===== src/rtl/sub12_serial_pkg.sv =====
// Shared definitions for the bit-serial subtractor: FSM encoding and the default datapath width.
package sub12_serial_pkg;

  localparam int DEF_WIDTH = 12;

  typedef enum logic {
    ST_IDLE = 1'b0,
    ST_RUN  = 1'b1
  } state_t;

endpackage


===== src/rtl/sub12_serial_if.sv =====
// Request/result bundle of sub12_serial. The master drives start/A/B, and the slave returns the result and flags.
// Handshake: start is only looked at while idle. busy is high for the whole serial run.
// done pulses for one cycle when out and the flags have just been loaded. They then hold until the next done.
interface sub12_serial_if #(
  parameter int WIDTH = sub12_serial_pkg::DEF_WIDTH
);
  import sub12_serial_pkg::*;

  logic             start;
  logic [WIDTH-1:0] A;
  logic [WIDTH-1:0] B;
  logic             busy;
  logic             done;
  logic [WIDTH-1:0] out;
  logic             bout;
  logic             zero;
  logic             neg;
  logic             ovf;
  state_t           dbg_state;

  modport master (
    output start, A, B,
    input  busy, done, out, bout, zero, neg, ovf, dbg_state
  );

  modport slave (
    input  start, A, B,
    output busy, done, out, bout, zero, neg, ovf, dbg_state
  );

endinterface


===== src/rtl/sub12_serial_full_subtractor.sv =====
// One-bit full subtractor cell. It computes a - b - bin and produces the difference bit and the borrow-out.
module full_subtractor (
  input  logic i_a,
  input  logic i_b,
  input  logic i_bin,
  output logic o_d,
  output logic o_bout
);

  logic w_x;

  assign w_x    = i_a ^ i_b;
  assign o_d    = w_x ^ i_bin;
  assign o_bout = (~i_a & i_b) | (~w_x & i_bin);

endmodule


===== src/rtl/sub12_serial.sv =====
// Bit-serial A - B, processed LSB first with one bit per clock. The result and flags are held in output
// registers that are separate from the working shift registers.
module sub12_serial
  import sub12_serial_pkg::*;
#(
  parameter int WIDTH = DEF_WIDTH,
  parameter int CNT_W = 4
) (
  input  logic          clock,
  input  logic          reset_n,
  sub12_serial_if.slave bus
);

  state_t           r_state;
  logic [WIDTH-1:0] r_sa;
  logic [WIDTH-1:0] r_sb;
  logic [WIDTH-1:0] r_res;
  logic [CNT_W-1:0] r_cnt;
  logic             r_bor;
  logic             r_sign_a;
  logic             r_sign_b;

  logic             r_busy;
  logic             r_done;
  logic [WIDTH-1:0] r_out;
  logic             r_bout;
  logic             r_zero;
  logic             r_neg;
  logic             r_ovf;

  logic             w_d;
  logic             w_bor_next;
  logic [WIDTH-1:0] w_res_next;
  logic             w_last;

  full_subtractor u_fs (
    .i_a    (r_sa[0]),
    .i_b    (r_sb[0]),
    .i_bin  (r_bor),
    .o_d    (w_d),
    .o_bout (w_bor_next)
  );

  assign w_res_next = {w_d, r_res[WIDTH-1:1]};
  assign w_last     = (r_cnt == CNT_W'(WIDTH - 1));

  always_ff @(posedge clock) begin
    if (!reset_n) begin
      r_state  <= ST_IDLE;
      r_sa     <= '0;
      r_sb     <= '0;
      r_res    <= '0;
      r_cnt    <= '0;
      r_bor    <= 1'b0;
      r_sign_a <= 1'b0;
      r_sign_b <= 1'b0;
      r_busy   <= 1'b0;
      r_done   <= 1'b0;
      r_out    <= '0;
      r_bout   <= 1'b0;
      r_zero   <= 1'b0;
      r_neg    <= 1'b0;
      r_ovf    <= 1'b0;
    end else begin
      case (r_state)
        ST_IDLE: begin
          r_done <= 1'b0;
          if (bus.start) begin
            r_sa     <= bus.A;
            r_sb     <= bus.B;
            r_sign_a <= bus.A[WIDTH-1];
            r_sign_b <= bus.B[WIDTH-1];
            r_bor    <= 1'b0;
            r_cnt    <= '0;
            r_busy   <= 1'b1;
            r_state  <= ST_RUN;
          end
        end
        ST_RUN: begin
          r_sa  <= r_sa >> 1;
          r_sb  <= r_sb >> 1;
          r_res <= w_res_next;
          r_bor <= w_bor_next;
          r_cnt <= r_cnt + CNT_W'(1);
          // The last bit goes straight into the output registers instead of waiting a cycle in r_res.
          if (w_last) begin
            r_state <= ST_IDLE;
            r_busy  <= 1'b0;
            r_done  <= 1'b1;
            r_out   <= w_res_next;
            r_bout  <= w_bor_next;
            r_zero  <= (w_res_next == '0);
            r_neg   <= w_d;
            r_ovf   <= (r_sign_a != r_sign_b) && (w_d != r_sign_a);
          end
        end
        default: r_state <= ST_IDLE;
      endcase
    end
  end

  assign bus.busy      = r_busy;
  assign bus.done      = r_done;
  assign bus.out       = r_out;
  assign bus.bout      = r_bout;
  assign bus.zero      = r_zero;
  assign bus.neg       = r_neg;
  assign bus.ovf       = r_ovf;
  assign bus.dbg_state = r_state;

endmodule


===== src/flat_wrapper.sv =====
// flat-port wrapper written by rule: the top's interface ports become plain ports
module sub12_serial_flat import sub12_serial_pkg::*;
#(
  parameter int WIDTH = DEF_WIDTH,
  parameter int CNT_W = 4
)
  (clock, reset_n, bus_start, bus_A, bus_B, bus_busy, bus_done, bus_out, bus_bout, bus_zero, bus_neg, bus_ovf, bus_dbg_state);
  sub12_serial_if #(.WIDTH(WIDTH)) bus_i ();
  input  logic clock;
  input  logic reset_n;
  input wire logic [$bits(bus_i.start)-1:0] bus_start;
  input wire logic [$bits(bus_i.A)-1:0] bus_A;
  input wire logic [$bits(bus_i.B)-1:0] bus_B;
  output wire logic [$bits(bus_i.busy)-1:0] bus_busy;
  output wire logic [$bits(bus_i.done)-1:0] bus_done;
  output wire logic [$bits(bus_i.out)-1:0] bus_out;
  output wire logic [$bits(bus_i.bout)-1:0] bus_bout;
  output wire logic [$bits(bus_i.zero)-1:0] bus_zero;
  output wire logic [$bits(bus_i.neg)-1:0] bus_neg;
  output wire logic [$bits(bus_i.ovf)-1:0] bus_ovf;
  output wire logic [$bits(bus_i.dbg_state)-1:0] bus_dbg_state;
  assign bus_i.start = bus_start;
  assign bus_i.A = bus_A;
  assign bus_i.B = bus_B;
  assign bus_busy = bus_i.busy;
  assign bus_done = bus_i.done;
  assign bus_out = bus_i.out;
  assign bus_bout = bus_i.bout;
  assign bus_zero = bus_i.zero;
  assign bus_neg = bus_i.neg;
  assign bus_ovf = bus_i.ovf;
  assign bus_dbg_state = bus_i.dbg_state;
  sub12_serial #(.WIDTH(WIDTH), .CNT_W(CNT_W)) u_core (.clock(clock), .reset_n(reset_n), .bus(bus_i));
endmodule

===== config.mk =====
export PLATFORM = sky130hd
export DESIGN_NAME = sub12_serial_flat
export DESIGN_NICKNAME = d
export VERILOG_FILES = /design/src/rtl/sub12_serial_pkg.sv /design/src/rtl/sub12_serial_if.sv /design/src/rtl/sub12_serial_full_subtractor.sv /design/src/rtl/sub12_serial.sv /design/src/flat_wrapper.sv
export SDC_FILE = /design/constraint.sdc
export NUM_CORES = 1
export LEC_CHECK = 0
export ABC_AREA = 1
export BUFFER_PORTS_ARGS = -buffer_cell sky130_fd_sc_hd__buf_2
export CAP_MARGIN = 10
export CORE_MARGIN = 1.5
export CORE_UTILIZATION = 45
export CTS_BUF_LIST = sky130_fd_sc_hd__clkbuf_8 sky130_fd_sc_hd__clkbuf_16
export DETAILED_ROUTE_END_ITERATION = 10
export PLACE_DENSITY = 0.7
export SLEW_MARGIN = 10
export SYNTH_ARGS = -nofsm -noshare
export SYNTH_HDL_FRONTEND = slang
export SYNTH_SLANG_ARGS = --single-unit

===== constraint.sdc =====
create_clock -name clock -period 2.4 [get_ports clock]
set_input_delay 0.36 -clock clock [delete_from_list [all_inputs] [get_ports clock]]
set_output_delay 0.36 -clock clock [all_outputs]
set_load 0.01 [all_outputs]

==> summary.md <==
| Metric | Value |
|---|---|
| Peak supply drop | about 0.00045 V |
| Initial antenna violation count | 0 |
| Post-CTS setup buffers | 0 |
| CTS hold repair buffers | 0 |
| Area contributors post-synth | dfxtp_1 46%, nand2_1 17%, nand3_1 8.6% |
| Final Slew Violations | 0 |
| Num ports | 46 |
| CORE AREA | 5570 sq um |
| Final GP Congestion | 0.805 |
| Register area | about 1200 sq um |
| DR WL/cell | 11.1 um |
| Final net count | 433 |
| Die W | 79.3 um |
| Overall routing resource usage | 0.190 |
| Cell taking the most area after synthesis | dfxtp_1 |
| Power, Total | 2.32 mW |
| Total wire length | ~5300 um |
| Cts bufs inserted | 9 |
| CP delay by family, top | flip-flops |
| Final period util | 0.659 |
| Worst Min Path Start | bus_A[11] |
| Clock transition at path regs | 70 ps |
| Post-DRT Antenna Nets | 0 |
| P&R area growth vs syn | 16.4% |
| Critical Path AT | 1220 ps |
| Flops & latches, synth | 60 |
| CP max stage delay | roughly 650 ps |
| Syn_area_per_cell | 7.19 sq um |
| Worst clock skew | 7.19 ps |
| Grt ovf | 0 |
| Share of layout cells above drive strength 1 | 0.191 |
| Worst hold path type | in2reg |
| CP startpoint | u_core.bus.dbg_state |
| # clock sinks | 60 |
| CP max-delay cell | dfxtp_1 |
| Final instance area | 3050 sq um |
| Seq/Total Area, Yosys | 0.459 |
| Fill cell count | about 570 |
| Static Leakage | 1.62 nW |
| Largest net degree at the start of global routing | 29 |
| Synth Cell Area | 2620 sq um |
| Global-route wire length before repair | 9190 um |
| RSZ-0062 raised after global routing | false |
| Most frequent cells in the layout | 122 x nand2_1, 60 x dfxtp_1, 45 x nand3_1, 45 x buf_2, 39 x inv_1 |
| Final setup TNS | 0 ps |
| DRC errors left | 0 |
| DRT Pass-1 Iters | 4 |
| WP data required | 2040 ps |
| DP Area | 2810 sq um |
| Worst-Margin Slew | 522 ps |
| IO buf count | 45 |
| # diodes | 0 |
| Rows | 27 |
| Class of the most critical setup path | reg2out |
| Hold Violations, Final | 0 |
| Max frequency | 632 MHz |
| Resized cells post-CTS | 0 |
| Htree depth | 3 |
| Die ar. | about 6300 sq um |
| CP bufs+invs | 1 |
| Final setup fails | 0 |
| CTS tree | built |
| Die Y | approximately 79 um |
| Vias in the first global route | 2,064 |
| Tmin final | between 1500 and 2000 ps |
| Pwr dens | ~760 nW/um^2 |
| Reg2reg start | u_core.bus.dbg_state |
| Routed vias | 2,266 |
| Share of the synthesized area in the top cell type | 0.459 |
| Max_slew headroom | 0.652 |
| Post-synth cell types | 28 |
| Worst path cell trace | buf_2 |
| Final Util | 0.547 |
| Status | finished clean |
| Area of the multi-input gates | around 1100 sq um |
| Cells after Synth | approximately 360 |
| Worst-Skew Late Latency | 340 ps |
| Commonest non-fill, non-tap cell in the layout | nand2_1 |
| Post-DR vias/cell | ~4.7 |
| CTS root buf | clkbuf_8 |
| Starting Density | 0.470 |
| Critical Path End Type | output port |
| Critical Path Start Type | register |
| Clk buf depth | 2 |
| Max FO, Critical Path | 11 |
| Synth warn | 0 |
| Syn Nets | 393 |
| HPWL after DPL | 3610 um |
| Max Cap Viol | 0 |
| DR iter-0 viols | 111 |
flip-flops by register name, indices dropped and copies added, names as in the netlist, 4 cells and up:
register        cells
u_core.r_sa        12
u_core.bus.out     11
u_core.r_cnt        4
u_core.r_res       11
u_core.r_sb        12
path summary, 6_finish.rpt:
| check | end | slack [ps] | cells past startpoint |
|---|---|---|---|
| setup / recovery | bus_dbg_state | 820 | 1 |
| hold / removal | u_core.r_sa[11] | 280 | 3 |
| setup reg to reg | u_core.r_cnt[3] | 870 | 6 |
| hold reg to reg | u_core.bus.out[10] | 470 | 2 |
final cells by class:
type                    instances  area share
repair buffers                 49      0.0837
clock buffers                  12      0.0542
inverters                      41      0.0521
clock inverters                 4      0.0230
well taps                      72      0.0295
flip-flops and latches         60       0.394
multi-input cells             243       0.364
report_power, final:
part / switching [mW] / total (mW) / internal [mW]
Sequential: 0.0331 / 1.07 / 1.04
Combinational: 0.122 / 0.196 / 0.0738
Clock: 0.388 / 1.05 / 0.666
Total: 0.543 / 2.32 / 1.78
layer usage:
| metal | vias up | GRT usage | routed length [um] |
|---|---|---|---|
| met5 | - | 0 | 0 |
| met4 | 0 | 0.0719 | 87 |
| met3 | 8 | 0.0690 | 240 |
| met2 | 49 | 0.307 | 2480 |
| met1 | 1007 | 0.230 | 2510 |
| li1 | 1202 | - | - |
cells by family (layout without fill, tap and decap cells):
| family | count (synthesis) | in the layout | synth area share |
|---|---|---|---|
| AOI/OAI and AO/OA | 22 | 22 | 0.0444 |
| buffers and inverters | 61 | 106 | 0.118 |
| adders and majority gates | 2 | 2 | 0.0124 |
| DFF | 60 | 60 | 0.459 |
| and+or+nand+nor | 219 | 219 | 0.366 |
through the flow:
| stage | worst slack [ps] | hold WS, ps | cells |
|---|---|---|---|
| after floorplan | 1110 | 447 | 364 |
| after global placement | 922 | 457 | 465 |
| after detailed placement | 881 | 461 | 465 |
| after CTS | 799 | 266 | 481 |
| after global routing | 714 | 304 | 481 |
| final | 819 | 283 | 481 |
synth_stat cells, drive strengths merged:
| cell type | instances |
|---|---|
| a21oi | 7 |
| a22oi | 1 |
| a31o | 1 |
| buf | 18 |
| clkbuf | 2 |
| dfxtp | 60 |
| fa | 1 |
| ha | 1 |
| inv | 41 |
| nand2 | 127 |
| nand3 | 45 |
| nand3b | 3 |
| nor2 | 40 |
| nor3 | 2 |
| nor3b | 2 |
| o21ai | 13 |
Note: power is estimated with default switching activity, not from simulation.
